## config.mk

```make
export PLATFORM = sky130hd
export DESIGN_NAME = display_value_ctrl
export DESIGN_NICKNAME = d
export VERILOG_FILES = /design/src/rtl/display_value_ctrl.sv
export SDC_FILE = /design/constraint.sdc
export NUM_CORES = 1
export LEC_CHECK = 0
export CAP_MARGIN = 40
export CORE_UTILIZATION = 43
export CTS_BUF_LIST = sky130_fd_sc_hd__clkbuf_2
export DETAILED_ROUTE_END_ITERATION = 7
export PLACE_DENSITY = 0.68
export RECOVER_POWER = 25
export SYNTH_ARGS = -nofsm -noshare
export SYNTH_HDL_FRONTEND = slang
export SYNTH_SLANG_ARGS = --single-unit
```

## constraint.sdc

```tcl
create_clock -name clk -period 4.3 [get_ports clk]
set_clock_uncertainty 0.15 [all_clocks]
set_input_delay 0.86 -clock clk [delete_from_list [all_inputs] [get_ports clk]]
set_output_delay 0.86 -clock clk [all_outputs]
set_load 0.01 [all_outputs]
```

## src/rtl/display_value_ctrl.sv

```systemverilog
// display_value_ctrl
//   Front end for a 4-digit 7-segment scan driver. A 14-bit binary value is
//   accepted over a load/ready handshake and converted to four BCD digits by a
//   sequential double-dabble (one step per clock). The committed digits are then
//   blanked, given a decimal point, saturated on overflow, and optionally blinked.
//   A free-running prescaler produces the scan driver's clock.
//
// Ports
//   clk       system clock, rising edge
//   rst_n     asynchronous active-low reset
//   val       binary value to display (14 bits)
//   dp_pos    decimal point position: 0 none, 1..4 = D1..D4, 5..7 none
//   blank_lz  1 = suppress leading zeros
//   blink     1 = blink the whole display
//   load      request, accepted when load & ready
//   ready     high while idle and able to accept a load
//   decs      digit codes D4..D1 in [15:12]..[3:0]; 4'hf = digit off
//   points    decimal point per digit, bit k = D(k+1)
//   scan_clk  clock for the scan driver, f_clk / (2*SCAN_DIV)
//   ovf       last committed value exceeded 9999
module display_value_ctrl #(
    parameter int SCAN_DIV  = 2500,
    parameter int BLINK_DIV = 1000
) (
    input  logic        clk,
    input  logic        rst_n,
    input  logic [13:0] val,
    input  logic [2:0]  dp_pos,
    input  logic        blank_lz,
    input  logic        blink,
    input  logic        load,
    output logic        ready,
    output logic [15:0] decs,
    output logic [3:0]  points,
    output logic        scan_clk,
    output logic        ovf
);

    localparam int PW = (SCAN_DIV  > 1) ? $clog2(SCAN_DIV)  : 1;
    localparam int BW = (BLINK_DIV > 1) ? $clog2(BLINK_DIV) : 1;

    typedef enum logic [1:0] {IDLE, CONV, COMMIT} state_t;

    state_t      state_reg, state_next;

    logic [13:0] shift_reg;
    logic [15:0] bcd_reg;
    logic [3:0]  step_reg;
    logic [2:0]  dp_reg;
    logic        blz_reg;
    logic        ovf_pend_reg;

    logic [15:0] decs_sh_reg;
    logic [3:0]  points_sh_reg;
    logic        ovf_reg;

    logic [PW-1:0] presc_reg;
    logic          scan_clk_reg;
    logic [BW-1:0] blink_cnt_reg;
    logic          phase_reg;      // 1 = hidden half of the blink period

    logic [15:0] bcd_adj;
    logic [15:0] digits;
    logic [15:0] decs_new;
    logic [3:0]  points_new;
    logic [2:0]  keep_lim;
    logic        presc_wrap;
    logic        scan_rise;

    // ------------------------------------------------------------------
    // Scan clock prescaler and blink timing
    // ------------------------------------------------------------------
    assign presc_wrap = (presc_reg == PW'(SCAN_DIV - 1));
    // scan_clk goes 0->1 on this edge
    assign scan_rise  = presc_wrap & ~scan_clk_reg;

    always_ff @(posedge clk or negedge rst_n) begin
        if (!rst_n) begin
            presc_reg    <= '0;
            scan_clk_reg <= 1'b0;
        end else if (presc_wrap) begin
            presc_reg    <= '0;
            scan_clk_reg <= ~scan_clk_reg;
        end else begin
            presc_reg    <= presc_reg + PW'(1);
        end
    end

    always_ff @(posedge clk or negedge rst_n) begin
        if (!rst_n) begin
            blink_cnt_reg <= '0;
            phase_reg     <= 1'b0;
        end else if (!blink) begin
            blink_cnt_reg <= '0;
            phase_reg     <= 1'b0;
        end else if (scan_rise) begin
            if (blink_cnt_reg == BW'(BLINK_DIV - 1)) begin
                blink_cnt_reg <= '0;
                phase_reg     <= ~phase_reg;
            end else begin
                blink_cnt_reg <= blink_cnt_reg + BW'(1);
            end
        end
    end

    // ------------------------------------------------------------------
    // Conversion FSM
    // ------------------------------------------------------------------
    always_ff @(posedge clk or negedge rst_n) begin
        if (!rst_n) begin
            state_reg <= IDLE;
        end else begin
            state_reg <= state_next;
        end
    end

    always_comb begin
        state_next = state_reg;
        case (state_reg)
            IDLE:    if (load) state_next = CONV;
            CONV:    if (step_reg == 4'd13) state_next = COMMIT;
            COMMIT:  state_next = IDLE;
            default: state_next = IDLE;
        endcase
    end

    // Double-dabble correction: every nibble >= 5 gets +3 before the shift.
    // Only values <= 9999 matter; overflowing values are replaced at commit.
    genvar gi;
    generate
        for (gi = 0; gi < 4; gi++) begin : g_adj
            assign bcd_adj[4*gi +: 4] = (bcd_reg[4*gi +: 4] >= 4'd5)
                                      ? bcd_reg[4*gi +: 4] + 4'd3
                                      : bcd_reg[4*gi +: 4];
        end
    endgenerate

    always_ff @(posedge clk or negedge rst_n) begin
        if (!rst_n) begin
            shift_reg     <= '0;
            bcd_reg       <= '0;
            step_reg      <= '0;
            dp_reg        <= '0;
            blz_reg       <= 1'b0;
            ovf_pend_reg  <= 1'b0;
            decs_sh_reg   <= 16'hffff;
            points_sh_reg <= '0;
            ovf_reg       <= 1'b0;
        end else begin
            case (state_reg)
                IDLE: begin
                    if (load) begin
                        shift_reg    <= val;
                        dp_reg       <= dp_pos;
                        blz_reg      <= blank_lz;
                        ovf_pend_reg <= (val > 14'd9999);
                        bcd_reg      <= '0;
                        step_reg     <= '0;
                    end
                end
                CONV: begin
                    bcd_reg   <= {bcd_adj[14:0], shift_reg[13]};
                    shift_reg <= {shift_reg[12:0], 1'b0};
                    step_reg  <= step_reg + 4'd1;
                end
                COMMIT: begin
                    decs_sh_reg   <= decs_new;
                    points_sh_reg <= points_new;
                    ovf_reg       <= ovf_pend_reg;
                end
                default: ;
            endcase
        end
    end

    // ------------------------------------------------------------------
    // Commit formatting: saturation, leading-zero blanking, point
    // ------------------------------------------------------------------
    assign digits = ovf_pend_reg ? 16'h9999 : bcd_reg;

    // Lowest digit index that may be blanked is above this one: D1 always
    // stays, and so does the digit with the point and everything below it.
    assign keep_lim = (dp_reg >= 3'd1 && dp_reg <= 3'd4) ? dp_reg : 3'd1;

    always_comb begin
        logic leading;
        decs_new = digits;
        leading  = blz_reg;
        for (int j = 3; j >= 1; j--) begin
            if (leading && (digits[4*j +: 4] == 4'd0) && (j >= int'(keep_lim))) begin
                decs_new[4*j +: 4] = 4'hf;
            end else begin
                leading = 1'b0;
            end
        end
    end

    always_comb begin
        points_new = 4'b0000;
        case (dp_reg)
            3'd1:    points_new = 4'b0001;
            3'd2:    points_new = 4'b0010;
            3'd3:    points_new = 4'b0100;
            3'd4:    points_new = 4'b1000;
            default: points_new = 4'b0000;
        endcase
    end

    // ------------------------------------------------------------------
    // Outputs
    // ------------------------------------------------------------------
    assign ready    = (state_reg == IDLE);
    assign scan_clk = scan_clk_reg;
    assign ovf      = ovf_reg;
    assign decs     = (blink & phase_reg) ? 16'hffff : decs_sh_reg;
    assign points   = (blink & phase_reg) ? 4'b0000  : points_sh_reg;

endmodule

```

==> flow_metrics.tcl, run 1 <==
set metrics [dict create \
    placed_cell_area_sq_um 4860 \
    drive_gt1_share_pct 8.48 \
    startpoint_type "input port" \
    violations "max-capacitance violations, max-slew violations" \
    clockBufferDepth 2 \
    ys_seq_elements 86 \
    async_flop_share_pct 100 \
    grt_util_all_layers_pct 18.0 \
    crit_buf_inv 2 \
    start_util_pct 44.1 \
    path_clk_slew_ps 230 \
    avgRoutedWirePerCell_um 13.6 \
    reg2reg_depth 5 \
    ys_types 45 \
    synth_area_per_cell_sq_um 9.46 \
    worst_ep_arrival_time_ps 2490 \
    dominantRegCellSynth "dfrtp_1" \
    power_density_nw_per_um2 562 \
    synth_adder_area_share_pct 3.50 \
    cts.sinks 86 \
    setup.worst_path.class "input port to primary output" \
    p_leak_nw 2.10 \
    first_pass_iters 4 \
    die_y_um 102 \
    slowest_delay_ps 470 \
    cp_max_fo 21 \
    setup-tns-final_ps 0 \
    drt_iter0_drc 137 \
    fin_nets 524 \
    regArea_sq_um 2170 \
    fin_util_pct 50.8 \
    grt_max_degree 57 \
    yosys-mux-area-fraction_pct 1.54 \
    hold_end "decs_sh_reg[3]" \
    drv_cap 1 \
    synth_edf_count 0 \
    synth_area_sq_um 4290 \
    worst_pin_slew_ps 1580 \
    portBuffers 44 \
    cp_common_cell "clkdlybuf4s50_1" \
    hold_ws_ps 319 \
    die_x_um 102 \
    crit_chain "clkdlybuf4s50_1 > nand2_1 > and2_1 > clkdlybuf4s50_1" \
    postLayoutCellArea_sq_um 4940 \
    synth_top_family_by_area "simple AND/OR/NAND/NOR gates" \
    first_global_vias 3200 \
    hold_path.class "register to register" \
    period_share_pct 81.3 \
    num_io_pins 45 \
    crit_required_ps 3290 \
    cts_buffers 9 \
    fillCellCount 957 \
    rr_endpoint "blink_cnt_reg[3]" \
    grt-ovfl-total 0 \
    cts_setup_buffers 0 \
    grt_first_pass_wirelength_um 14700 \
    synthToLayoutAreaGrowth_pct 15.0 \
    htreeDepth 3 \
    postSynthNetCount 488 \
    remaining_drc_errors 0 \
    route.final.wire_length_um 8510 \
    hold_violations 0 \
    fp.dieArea_sq_um 10400 \
    dpl.hpwl_um 5870 \
    synth_xor_area_share_pct 3.26 \
    setup_viol 0 \
    synth-compound-area-share_pct 12.1 \
    slew_viol_final 32 \
    critical-path-slowest-cell "clkdlybuf4s50_1" \
    outcome "finished with violations" \
    slew_headroom_pct -5.05 \
    whs_path_depth 2 \
    ctsHoldBuffers 0 \
    design.core.area_sq_um 9730 \
    via_per_inst 5.23 \
    ys_seq_area_share_pct 50.6 \
    antenna_found_initial 0 \
    ir_drop_mv 0.303 \
    rsz0062_at_grt "no" \
    cts_root_buf "clkbuf_2" \
    r2r_start "presc_reg[0]" \
    hp-start "decs_sh_reg[3]" \
    ys_warn_count 0 \
    rows 36 \
    diodes 0 \
    netlist_instances 454 \
    worst_skew_pair.late_latency_ps 520 \
    cts_tree "done" \
    gp_congestion 0.792 \
    ff2ff_setup_slack_ps 1880 \
    drtAntennaViolNets 0 \
    synth-simple-area-share_pct 25.8 \
    cts_resized 0 \
    via_count 3284 \
    place_ws_ps 765 \
    setup_ws_ps 802 \
    crit_family "buffers and inverters" \
    multiInputGateArea_sq_um 1980 \
    cp-end-kind "primary output" \
    fmax_mhz 286 \
    fin_crit_ps 3500 \
]
## worst register-to-register path, cell delays in order, from the launching register on
cell and delay [ps]:
dfrtp_1 450, ha_1 310, nor4b_4 320, nand4_2 370, or4_1 620, a21oi_1 150
## worst max-delay path by stage
stage | start | to | cells after the start
2_1_floorplan | blink | points[0] | 3
3_3_place_gp | blink | points[0] | 4
3_5_place_dp | blink | points[1] | 4
4_1_cts | blink | points[1] | 4
5_1_grt | blink | points[1] | 4
6_report | blink | points[1] | 4
## cell usage in the layout (no fill, tap or decap), types with 3 or more instances in the layout
master,count
and2_1,7
nand4_1,9
o21ai_1,21
and4_1,3
dfstp_2,16
clkbuf_2,12
inv_1,13
o31ai_1,10
nand3b_1,3
nor3_1,5
buf_4,3
or4_1,5
o21ai_0,5
clkdlybuf4s50_1,43
o22ai_1,12
nand2b_1,27
a32o_1,4
a31oi_1,10
nor4b_1,3
nand3_1,28
nor2b_1,3
and3_1,5
a21oi_1,16
dfrtp_1,70
ha_1,12
nor2_1,51
xor2_1,8
xnor2_1,8
nand2_1,52
or3_1,4
mux2_2,5
## layout make-up
cell class,instances,area share [%]
Clock buffer,11,1.11
Clock inverter,5,1.01
Inverter,13,0.988
Multi-Input combinational cell,332,40.2
Sequential cell,86,44.0
Tap cell,133,3.37
Timing Repair Buffer,48,9.35
## stage by stage
| step | total power, mW | cells |
|---|---|---|
| after floorplan | 2.05 | 454 |
| after global placement | 2.35 | 611 |
| after detailed placement | 2.41 | 612 |
| after CTS | 2.81 | 628 |
| after global routing | 3.02 | 628 |
| final | 2.78 | 628 |
## routing by layer
| metal | up-vias | GRT usage [%] | routed length [um] |
|---|---|---|---|
| met1 | 1557 | 24.3 | 4300 |
| met5 | - | 0 | 0 |
| met2 | 55 | 29.1 | 3860 |
| met3 | 10 | 2.87 | 255 |
| li1 | 1662 | - | - |
| met4 | 0 | 7.14 | 101 |
## kinds of logic after synthesis
kind of cell	after synthesis
and+or+nand+nor	213
DFF	86
AOI/OAI and AO/OA	85
buffers and inverters	36
xor gates and xnor gates	16
adders and majority gates	12
muxes	6
## power by group
| part | switching, mW | internal, mW |
|---|---|---|
| Clock | 0.259 | 0.134 |
| Sequential | 0.216 | 1.08 |
| Combinational | 0.559 | 0.524 |
## cell usage after synthesis, types with 8 or more instances
library cell  number  area share, %
o22ai_1           12            1.7
nand2b_1          27            3.9
xnor2_1            8            1.6
nand2_1           52            4.5
dfstp_2           16            9.8
xor2_1             8            1.6
a21oi_1           16            1.9
a31oi_1           10            1.5
o21ai_1           21            2.4
nor2_1            51            4.5
nand4_1            9            1.3
inv_1             13            1.1
nand3_1           28            3.3
ha_1              12            3.5
clkbuf_1          18            1.6
o31ai_1           10            1.7
dfrtp_1           70             41
Power figures use the tool's default switching activity.
==> inputs of run 2 (changes only) <==
- clock period: 4.3 -> 3.5 ns (I/O delays scaled with it)
==> run 2 against run 1 <==
  * The run still ends with max-capacitance violations, max-slew violations left
  * Sequential cell count did not move
  * Clock-buffer cell count rose by 1
  * Cell count rose by 0.16%
  * Final area rose by 0.23%
  * Die area did not move
  * Total power rose by 20%
  * Global-route usage fell by 0.41 points
  * Critical path type unchanged
  * Critical endpoint unchanged
  * Largest power group unchanged
==> flow_metrics.tcl, run 2 (synthesized netlist as in run 1, its figures left out) <==
set metrics [dict create \
    diodes 0 \
    cp.depth 4 \
    hold_ws_ps 322 \
    first_global_vias 3187 \
    avgRoutedWirePerCell_um 13.1 \
    path_clk_slew_ps 220 \
    startpoint "blink" \
    startpoint_type "input port" \
    cts.sinks 86 \
    endpoint "points[1]" \
    die_x_um 102 \
    period_share_pct 90.4 \
    clockBufferDepth 2 \
    crit_required_ps 2650 \
    dpl.hpwl_um 5690 \
    drt_iter0_drc 124 \
    cts_tree "done" \
    placed_cell_area_sq_um 4860 \
    final_common_cell "dfrtp_1" \
    reg2reg_depth 5 \
    portBuffers 44 \
    synthToLayoutAreaGrowth_pct 15.3 \
    via_count 3344 \
    rr_endpoint "blink_cnt_reg[8]" \
    wl_met1_um 4040 \
    numPlacedInstances 612 \
    drtAntennaViolNets 0 \
    postLayoutCellArea_sq_um 4950 \
    setup_viol 0 \
    antenna_found_initial 0 \
    rsz0062_at_grt "no" \
    hold_path.class "register to register" \
    via_per_inst 5.32 \
    cts_root_buf "clkbuf_2" \
    slew_headroom_pct -33.1 \
    grt_first_pass_wirelength_um 14500 \
    grt_max_degree 52 \
    power_mw 3.34 \
    worst_ep_arrival_time_ps 2310 \
    fmax_mhz 316 \
    critical-path-slowest-cell "clkdlybuf4s50_1" \
    setup_ws_ps 337 \
    wl_met2_um 3780 \
    top_layer "met4" \
    crit_chain "clkdlybuf4s50_1 > nand2_1 > and2_1 > clkdlybuf4s50_1" \
    fin_nets 525 \
    crit_family "buffers and inverters" \
    cp_common_cell "clkdlybuf4s50_1" \
    fillCellCount 927 \
    cp_max_fo 21 \
    crit_buf_inv 2 \
    ir_drop_mv 0.479 \
    worst_pin_slew_ps 2000 \
    worst_skew_pair.late_latency_ps 520 \
    grt_util_all_layers_pct 17.6 \
    num_io_pins 45 \
    drv_cap 1 \
    cts_buffers 9 \
    fin_cells 629 \
    ff2ff_setup_slack_ps 1140 \
    place_ws_ps 306 \
    slowest_delay_ps 470 \
    p_leak_nw 2.10 \
    die_y_um 102 \
    drive_gt1_share_pct 8.67 \
    cts_resized 0 \
    remaining_drc_errors 0 \
    hold_violations 0 \
    cp-end-kind "primary output" \
    setup-tns-final_ps 0 \
    route.final.wire_length_um 8250 \
    gp_congestion 0.757 \
    layout_common_cells "dfrtp_1 (70), nand2_1 (52), nor2_1 (51)" \
    htreeDepth 3 \
    first_pass_iters 4 \
    start_util_pct 44.1 \
    fin_util_pct 50.9 \
    rows 36 \
    power_density_nw_per_um2 674 \
    fin_crit_ps 3160 \
    violations "max-capacitance violations, max-slew violations" \
    setup.worst_path.class "input port to primary output" \
    design.core.area_sq_um 9730 \
    fp.dieArea_sq_um 10400 \
    r2r_start "presc_reg[0]" \
    outcome "finished with violations" \
    slew_viol_final 36 \
    route.met3.wl_um 330 \
    grt-ovfl-total 0 \
]
## run 2: cell types whose count changed in the layout (fill, tap and decap cells not counted), sizes merged
| cell | before | now |
|---|---|---|
| bufinv | 1 | 0 |
| clkinvlp | 1 | 2 |
| buf | 3 | 4 |
| dlygate4sd3 | 0 | 1 |
| clkinv | 3 | 2 |
## run 2: repair_timing
action	in CTS	in global routing
hold buffers	1	0
setup endpoints to repair	0	0
setup buffers	0	0
endpoints found under the hold margin	19	0
## run 2: per-layer routing
metal	vias up	global-route usage, %
met1	1593	24.3
met2	75	28.1
met3	8	2.39
met5	-	0
li1	1668	-
met4	0	7.03
## run 2: layout make-up
cell class	instances	area, sq um	area share [%]
clock buffers	12	60.1	1.21
clock inverters	4	23.8	0.480
inverters	13	48.8	0.986
multi-input cells	332	1980	40.1
flip-flops and latches	86	2170	43.9
well taps	133	166	3.36
repair buffers	49	494	9.98
## run 2: power breakdown
group	switching, mW	internal [mW]
registers	0.265	1.33
clock network	0.323	0.0987
logic	0.671	0.647
## run 2: how the worst min path moves through the flow
stage	cells after the start	end	from	slack (ps)
finish	2	decs_sh_reg[3]	decs_sh_reg[3]	320
global route	2	decs_sh_reg[3]	decs_sh_reg[3]	330
CTS	2	decs_sh_reg[3]	decs_sh_reg[3]	320
detailed placement	2	decs_sh_reg[3]	decs_sh_reg[3]	300
global placement	2	decs_sh_reg[3]	decs_sh_reg[3]	290
floorplan	0	bcd_reg[0]	rst_n	250
## run 2: worst reg2reg max path: cells and delay by family, from the launching register on
| family | cells | cell delay [ps] |
|---|---|---|
| adder cells (fa/ha/maj) | 1 | 290 |
| flip-flops | 1 | 440 |
| AND/OR/NAND/NOR | 3 | 1310 |
| AO/OA/AOI/OAI | 1 | 170 |
==> inputs of run 3 (changes only) <==
- CAP_MARGIN: 40 -> unset
- MAX_ROUTING_LAYER: unset -> met4
==> run 3 against run 2 <==
  * The flow still finishes with violations (max-capacitance violations, max-slew violations)
  * Worst hold slack got worse by 3.7 ps
  * Combinational power barely moved
  * Total power fell by 0.18%
  * Utilization fell by 0.39 points
  * Worst setup slack got worse by 20 ps
  * Sequential cell count did not move
  * Register-to-register slack barely moved
  * Clock-buffer cell count fell by 1
  * Critical endpoint unchanged
  * Largest power group unchanged
==> flow_metrics.tcl, run 3 (synthesized netlist as in run 1, its figures left out) <==
set metrics [dict create \
    power_mw 3.33 \
    cts_setup_buffers 0 \
    comb_power_share_pct 39.5 \
    dpl.hpwl_um 5600 \
    switching_share_pct 37.9 \
    crit_buf_inv 2 \
    first_global_vias 3136 \
    worst_ep_arrival_time_ps 2330 \
    rr_endpoint "blink_cnt_reg[8]" \
    hp-start "decs_sh_reg[3]" \
    path_clk_slew_ps 220 \
    fillCellCount 941 \
    diodes 0 \
    grt_first_pass_wirelength_um 14300 \
    drt_iter0_drc 135 \
    worst_pin_slew_ps 2080 \
    cts_tree "done" \
    switching_power_mw 1.26 \
    route.final.wire_length_um 8320 \
    worst_skew_pair.late_latency_ps 530 \
    outcome "finished with violations" \
    die_x_um 102 \
    cp_max_fo 21 \
    period_share_pct 91.0 \
    drv_cap 1 \
    fin_util_pct 50.5 \
    cts.sinks 86 \
    crit_family "buffers and inverters" \
    drtAntennaViolNets 0 \
    p_leak_nw 2.09 \
    cts_buffers 9 \
    startpoint_type "input port" \
    via_per_inst 5.32 \
    fin_nets 523 \
    violations "max-capacitance violations, max-slew violations" \
    slew_viol_final 87 \
    hold_end "decs_sh_reg[3]" \
    slowest_delay_ps 480 \
    setup-tns-final_ps 0 \
    ir_drop_mv 0.586 \
    rows 36 \
    reg2reg_depth 5 \
    antenna_found_initial 0 \
    cts_resized 0 \
    crit_chain "clkdlybuf4s50_1 > nand2_1 > and2_1 > clkdlybuf4s50_1" \
    cp_common_cell "clkdlybuf4s50_1" \
    synthToLayoutAreaGrowth_pct 14.4 \
    layout_common_cells "dfrtp_1 (70), nand2_1 (52), nor2_1 (51)" \
    final_common_cell "dfrtp_1" \
    ctsHoldBuffers 0 \
    p_int_mw 2.07 \
    hold_violations 0 \
    grt_util_all_layers_pct 18.0 \
    fmax_mhz 314 \
    whs_path_depth 2 \
    first_pass_iters 6 \
    slew_headroom_pct -38.9 \
    clkPwrFrac_pct 12.6 \
    start_util_pct 44.1 \
    htreeDepth 3 \
    avgRoutedWirePerCell_um 13.3 \
    fp.dieArea_sq_um 10400 \
    drive_gt1_share_pct 8.50 \
    power_frac_seq_pct 48.0 \
    setup_viol 0 \
    crit_required_ps 2650 \
    cts_root_buf "clkbuf_2" \
    remaining_drc_errors 0 \
    die_y_um 102 \
    cp-end-kind "primary output" \
    power_density_nw_per_um2 678 \
    setup.worst_path.class "input port to primary output" \
    gp_congestion 0.767 \
    num_io_pins 45 \
    ff2ff_setup_slack_ps 1150 \
    via_count 3336 \
    r2r_start "presc_reg[0]" \
    clockBufferDepth 2 \
    fin_crit_ps 3180 \
    hold_path.class "register to register" \
    portBuffers 44 \
    critical-path-slowest-cell "clkdlybuf4s50_1" \
    grt-ovfl-total 0 \
    rsz0062_at_grt "no" \
    grt_max_degree 87 \
    design.core.area_sq_um 9730 \
]
==> run 3: cell count changes in the layout (fill, tap and decap cells not counted), sizes merged <==
cell	change
clkinv	+1
dlygate4sd3	-1
buf	-1
clkbuf	-1
==> run 3: tightest hold or removal path, cell delays in order, from the launching register on <==
cell	delay, ps
dfstp_2	420
nand2_1	50
nand2_1	40
==> run 3: layout make-up <==
type                            instances  area [sq um]  share of cell area (%)
Inverter                               13          48.8                   0.993
Multi-Input combinational cell        332          1980                    40.4
Tap cell                              133           166                    3.39
Clock buffer                           11          55.1                    1.12
Clock inverter                          5          27.5                   0.560
Timing Repair Buffer                   47           458                    9.32
Sequential cell                        86          2170                    44.2
==> run 3: worst max-delay path by stage <==
stage / startpoint / slack (ps) / cells past startpoint / endpoint
after floorplan: blink / 1430 / 3 / points[0]
after global placement: blink / 350 / 4 / points[2]
after detailed placement: blink / 290 / 4 / points[3]
after CTS: blink / 280 / 4 / points[3]
after global routing: blink / 180 / 4 / points[1]
final: blink / 320 / 4 / points[1]
==> run 3: power by group through the flow <==
stage               registers [mW]  logic, mW  clock network (mW)
CTS                           1.60       1.33               0.442
global placement              1.61       1.28                   0
floorplan                     1.52       1.00                   0
detailed placement            1.62       1.33                   0
global route                  1.65       1.50               0.481
finish                        1.60       1.32               0.418
==> run 3: per-stage QoR <==
stage,hold slack (ps),area [sq um],cells,worst slack [ps]
after floorplan,254,4290,454,1430
after global placement,295,4830,611,349
after detailed placement,295,4830,611,287
after CTS,177,4910,627,281
after global routing,332,4910,627,175
final,318,4910,627,316
==> run 3: metal layers <==
metal | wire length (um) | up-vias | global-route usage [%]
li1 | - | 1669 | -
met1 | 4210 | 1599 | 24.3
met2 | 3730 | 57 | 27.9
met3 | 283 | 11 | 3.15
met4 | 102 | 0 | 5.60
met5 | 0 | - | -
